[config.mk]
export PLATFORM = sky130hd
export DESIGN_NAME = microwave_cook_timer
export DESIGN_NICKNAME = d
export VERILOG_FILES = /design/src/rtl/microwave_cook_timer.sv
export SDC_FILE = /design/constraint.sdc
export NUM_CORES = 1
export LEC_CHECK = 0
export CORE_UTILIZATION = 35
export DETAILED_ROUTE_END_ITERATION = 10
export GPL_ROUTABILITY_DRIVEN = 0
export GPL_TIMING_DRIVEN = 1
export PLACE_DENSITY = 0.58
export REMOVE_ABC_BUFFERS = 1
export SLEW_MARGIN = 30
export SYNTH_ARGS = -nofsm -noshare
export SYNTH_HDL_FRONTEND = slang
export SYNTH_SLANG_ARGS = --single-unit
[constraint.sdc]
create_clock -name clk -period 6.6 [get_ports clk]
set_input_delay 0.99 -clock clk [delete_from_list [all_inputs] [get_ports clk]]
set_output_delay 0.99 -clock clk [all_outputs]
set_load 0.005 [all_outputs]
[src/rtl/microwave_cook_timer.sv]
// Cook-time countdown for the microwave controller: editable mm:ss time, 1 s countdown
// while heating, one-cycle timerEnd pulse at 00:00, and BCD digits for the display mux.
module microwave_cook_timer #(
  parameter int CLK_HZ   = 100_000_000,
  parameter int MAX_MIN  = 99,
  parameter int SEC_STEP = 10
) (
  input  logic        clk,
  input  logic        rst,
  input  logic        start,
  input  logic        idle,
  input  logic        btn_add_min,
  input  logic        btn_add_sec,
  input  logic        btn_clear,
  output logic        timerEnd,
  output logic        running,
  output logic [6:0]  minutes,
  output logic [5:0]  seconds,
  output logic [15:0] bcd_digits
);

  localparam int            PW         = (CLK_HZ > 1) ? $clog2(CLK_HZ) : 1;
  localparam logic [PW-1:0] PRESC_LAST = PW'(CLK_HZ - 1);
  localparam logic [6:0]    MIN_CAP    = 7'(MAX_MIN);

  typedef enum logic [1:0] {S_SET, S_RUN, S_PAUSE, S_DONE} state_t;

  state_t        r_state, w_stateNext;
  logic [PW-1:0] r_presc, w_prescNext;
  logic [6:0]    r_min, w_minNext;
  logic [5:0]    r_sec, w_secNext;
  logic          r_timerEnd, r_running;
  logic          w_timerEndNext, w_runningNext;
  logic          w_edit, w_clear, w_tick, w_timeZero, w_lastSec;
  logic [7:0]    w_addMin, w_addSec;

  // Edits are only honoured while stopped and the start/pause block reports idle.
  assign w_timeZero = (r_min == 7'd0) && (r_sec == 6'd0);
  assign w_lastSec  = (r_min == 7'd0) && (r_sec == 6'd1);
  assign w_edit     = ((r_state == S_SET) || (r_state == S_PAUSE)) && !start && idle;
  assign w_clear    = w_edit && btn_clear;
  assign w_tick     = (r_state == S_RUN) && start && (r_presc == PRESC_LAST);

  always_ff @(posedge clk) begin
    if (rst) r_state <= S_SET;
    else     r_state <= w_stateNext;
  end

  always_comb begin
    w_stateNext = r_state;
    case (r_state)
      S_SET: begin
        if (start) w_stateNext = w_timeZero ? S_DONE : S_RUN;
      end
      S_RUN: begin
        if (!start)                  w_stateNext = S_PAUSE;
        else if (w_tick && w_lastSec) w_stateNext = S_DONE;
      end
      S_PAUSE: begin
        if (start)        w_stateNext = S_RUN;
        else if (w_clear) w_stateNext = S_SET;
      end
      S_DONE:  w_stateNext = S_SET;
      default: w_stateNext = S_SET;
    endcase
  end

  // Outputs are registered from the next state so they line up exactly with RUN/DONE.
  always_comb begin
    w_runningNext  = (w_stateNext == S_RUN);
    w_timerEndNext = (w_stateNext == S_DONE);
  end

  always_ff @(posedge clk) begin
    if (rst) begin
      r_running  <= 1'b0;
      r_timerEnd <= 1'b0;
    end else begin
      r_running  <= w_runningNext;
      r_timerEnd <= w_timerEndNext;
    end
  end

  // Minutes first (saturating), then seconds with carry, then clamp to MAX_MIN:59.
  always_comb begin
    w_addMin = {1'b0, r_min};
    w_addSec = {2'b00, r_sec};
    if (btn_add_min && (r_min < MIN_CAP)) w_addMin = w_addMin + 8'd1;
    if (btn_add_sec) begin
      w_addSec = w_addSec + 8'(SEC_STEP);
      if (w_addSec >= 8'd60) begin
        w_addSec = w_addSec - 8'd60;
        w_addMin = w_addMin + 8'd1;
      end
    end
    if (w_addMin > {1'b0, MIN_CAP}) begin
      w_addMin = {1'b0, MIN_CAP};
      w_addSec = 8'd59;
    end
  end

  always_comb begin
    w_minNext   = r_min;
    w_secNext   = r_sec;
    w_prescNext = r_presc;
    if ((r_state == S_RUN) && start) begin
      if (w_tick) begin
        w_prescNext = '0;
        if (r_sec != 6'd0) begin
          w_secNext = r_sec - 6'd1;
        end else begin
          w_minNext = r_min - 7'd1;
          w_secNext = 6'd59;
        end
      end else begin
        w_prescNext = r_presc + PW'(1);
      end
    end else if (r_state == S_DONE) begin
      w_prescNext = '0;
    end else if (w_clear) begin
      w_minNext   = 7'd0;
      w_secNext   = 6'd0;
      w_prescNext = '0;
    end else if (w_edit) begin
      w_minNext = 7'(w_addMin);
      w_secNext = 6'(w_addSec);
    end
  end

  // Prescaler only moves in RUN, so a pause resumes mid-second.
  always_ff @(posedge clk) begin
    if (rst) begin
      r_min   <= 7'd0;
      r_sec   <= 6'd0;
      r_presc <= '0;
    end else begin
      r_min   <= w_minNext;
      r_sec   <= w_secNext;
      r_presc <= w_prescNext;
    end
  end

  assign timerEnd   = r_timerEnd;
  assign running    = r_running;
  assign minutes    = r_min;
  assign seconds    = r_sec;
  assign bcd_digits = {4'(r_min / 7'd10), 4'(r_min % 7'd10),
                       4'(r_sec / 6'd10), 4'(r_sec % 6'd10)};

endmodule

==> results.ini <==
[power_and_ir_drop]
p_leak_uw=0.00146
p_total_uw=581
power.density_nw_per_um2=135
ir_drop_mv=0.0803

[logic_synthesis]
yosysWarningCount=0
synth_common_cells=nor2_1, nand2_1, dfxtp_1
ys_seq_area_share_pct=23.0
synth_ff_type=dfxtp_1
postSynthCellCount=525
synthesis.area_um2=3840
synth_top_cell_area_share_pct=23.0
ys_types=71
synth.avg_cell_area_um2=7.31
synth_seq_cells=44
synthArstFlopShare_pct=0
synth.most_common_cell=nor2_1
synth.area.top_cells=dfxtp_1, xnor2_1, ha_1
synth-edff-count=0
synth_top_area_cell=dfxtp_1

[hold_path]
hold_path.class=flop to flop
hold_depth=2

[die]
num_rows=37
core_area_um2=10500
die-area_um2=11400
die_y_um=107
initial_core_util_pct=36.7
die_w_um=107
pin_count=38

[timing]
skew_ns=0.00728
rsz0062_at_grt=false
max_slew_margin_pct=43.4
max_slew.worst_pin.slew_ns=0.841
period_share_pct=80.9
max_freq_ghz=0.187
slew_viol_final=0
period_minus_slack_ns=5.34
hold_viol=0
setup_viol=0
fin_tns_setup_ns=0

[finish]
antenna_cells=0
ff_latch_area_um2=881
drive_gt1_share_pct=5.22
n_fill_cell=1091
area_growth_syn_to_layout_pct=12.2
multi_input_area_um2=2710
final_util_pct=41.2
nets=562

[routing]
drc=0
via_count=3799
drtAntennaViolNets=0
first_iter_violations=205
wl_per_cell_um=14.7
firstDrtPassIters=5
post_drt_via_cell_ratio=5.65
wirelength_um=9870

[critical_path]
path_cells=clkinv_1, ha_1, nand2_1, o211ai_1, and2_1, maj3_1, a21oi_1, xnor2_1, ha_1, nand2_1, nor3_1, o32a_1, o31ai_1, xnor2_1, clkdlybuf4s50_1
cpPeakStageDelay_ns=0.59
r2r_start=seconds[1]$_SDFFE_PP0P_
critPathKind=flop to output port
critPathSlowestCell=dfxtp_1
critPathCaptureType=output port
cp.arrival_ns=4.35
endpoint=bcd_digits[9]
start_kind=flop
cp.required_ns=5.61
r2r_cells=10
r2r_slack_ns=2.89
path_max_fanout=13
startpoint=minutes[5]$_SDFFE_PP0P_
r2r-end=seconds[4]$_SDFFE_PP0P_

[clocking]
htreeDepth=2
worst_skew_pair.late_latency_ns=0.29
clock-root-buffer=clkbuf_8
cts_hold_buf=0
cts.sinks=44
cts_tree=yes
cts_setup_buffers=0
clk_path_buf_depth=2
cts.clk_slew.worst_paths_ns=0.08
cts_resized=0
cts_inserted_buffers=5

[global_route]
antenna_found_initial=0
grt_max_degree=27
grt_use_total_pct=17.5
overflow=0
grt_pass1_vias=3431
grt_pass1_wl_um=16400

[job]
max-cap-violations=0

[status]
status=completed

[place]
port_buffers=36
dp_hpwl_um=7380

## metal layers
metal,GRT usage [%],up-vias,part of all wire (%)
met3,1.52,11,3.3
met2,30.5,75,48
li1,-,1925,-
met1,23.4,1788,48
met5,0,-,0
met4,3.42,0,0.90
## cell usage in the layout, fill, tap and decap left out, types with 6 or more instances in the layout
master            n
nor2_1           54
nand2_1          52
dfxtp_1          44
a21oi_1          36
clkdlybuf4s50_1  36
o21ai_0          33
xnor2_1          28
inv_1            24
nand3_1          21
ha_1             19
nand4_1          16
nor3_1           15
xor2_1           11
nor4_1           10
o31ai_1           7
a211oi_1          6
nor2b_1           6
## cell families (layout without fill, tap and decap cells)
family | after synthesis | count (layout) | synth area share, %
AO/OA/AOI/OAI | 142 | 142 | 25.0
XOR/XNOR | 39 | 39 | 8.90
adder cells (fa/ha/maj) | 21 | 21 | 6.72
buffers and inverters | 59 | 70 | 6.46
flip-flops | 44 | 44 | 23.0
multiplexers | 7 | 7 | 1.89
other | 1 | 1 | 0.0977
AND/OR/NAND/NOR | 212 | 212 | 28.0
## per-stage QoR
| step | worst slack (ns) | cells | cell area (um^2) | hold WS, ns |
|---|---|---|---|---|
| finish | 1.26 | 672 | 4310 | 0.477 |
| global route | 0.854 | 672 | 4310 | 0.518 |
| CTS | 1.25 | 672 | 4310 | 0.483 |
| detailed placement | 1.58 | 665 | 4230 | 0.472 |
| global placement | 1.74 | 665 | 4230 | 0.463 |
| floorplan | 2.48 | 491 | 3680 | 0.453 |
## worst max-delay path, delay by kind of cell, from the launching register on
| family | cells | cell delay [ns] |
|---|---|---|
| buf+inv | 2 | 0.89 |
| xor+xnor | 2 | 0.30 |
| fa+ha+maj | 3 | 1.04 |
| flops | 1 | 0.59 |
| compound gates | 4 | 0.70 |
| simple gates | 4 | 0.54 |
## area by class of cell
class / count / share of cell area (%)
clock buffer: 6 / 1.69
clock inverter: 1 / 0.116
inverter: 25 / 2.18
multi-input combinational: 422 / 62.9
sequential: 44 / 20.5
tap: 136 / 3.95
timing repair buffer: 38 / 8.72
## state kept, by name, indices dropped and copies added, names as in the netlist
register	cells
minutes	7
r_presc	27
r_state	2
running	1
seconds	6
timerEnd	1
## worst min path at each step
stage | start | endpoint | slack (ns)
2_1_floorplan | r_presc[26]$_SDFFE_PP0P_ | r_presc[26]$_SDFFE_PP0P_ | 0.45
3_3_place_gp | r_presc[1]$_SDFFE_PP0P_ | r_presc[1]$_SDFFE_PP0P_ | 0.46
3_5_place_dp | r_presc[1]$_SDFFE_PP0P_ | r_presc[1]$_SDFFE_PP0P_ | 0.47
4_1_cts | r_presc[1]$_SDFFE_PP0P_ | r_presc[1]$_SDFFE_PP0P_ | 0.48
5_1_grt | r_presc[1]$_SDFFE_PP0P_ | r_presc[1]$_SDFFE_PP0P_ | 0.52
6_report | r_presc[1]$_SDFFE_PP0P_ | r_presc[1]$_SDFFE_PP0P_ | 0.48
## power by group
part	switching, uW	leakage, uW	total (uW)	internal, uW
clock network	88.9	0.0000410	161	72.1
registers	12.6	0.000356	283	271
logic	74.2	0.00106	137	63.0
Note: power is estimated with default switching activity, not from simulation.
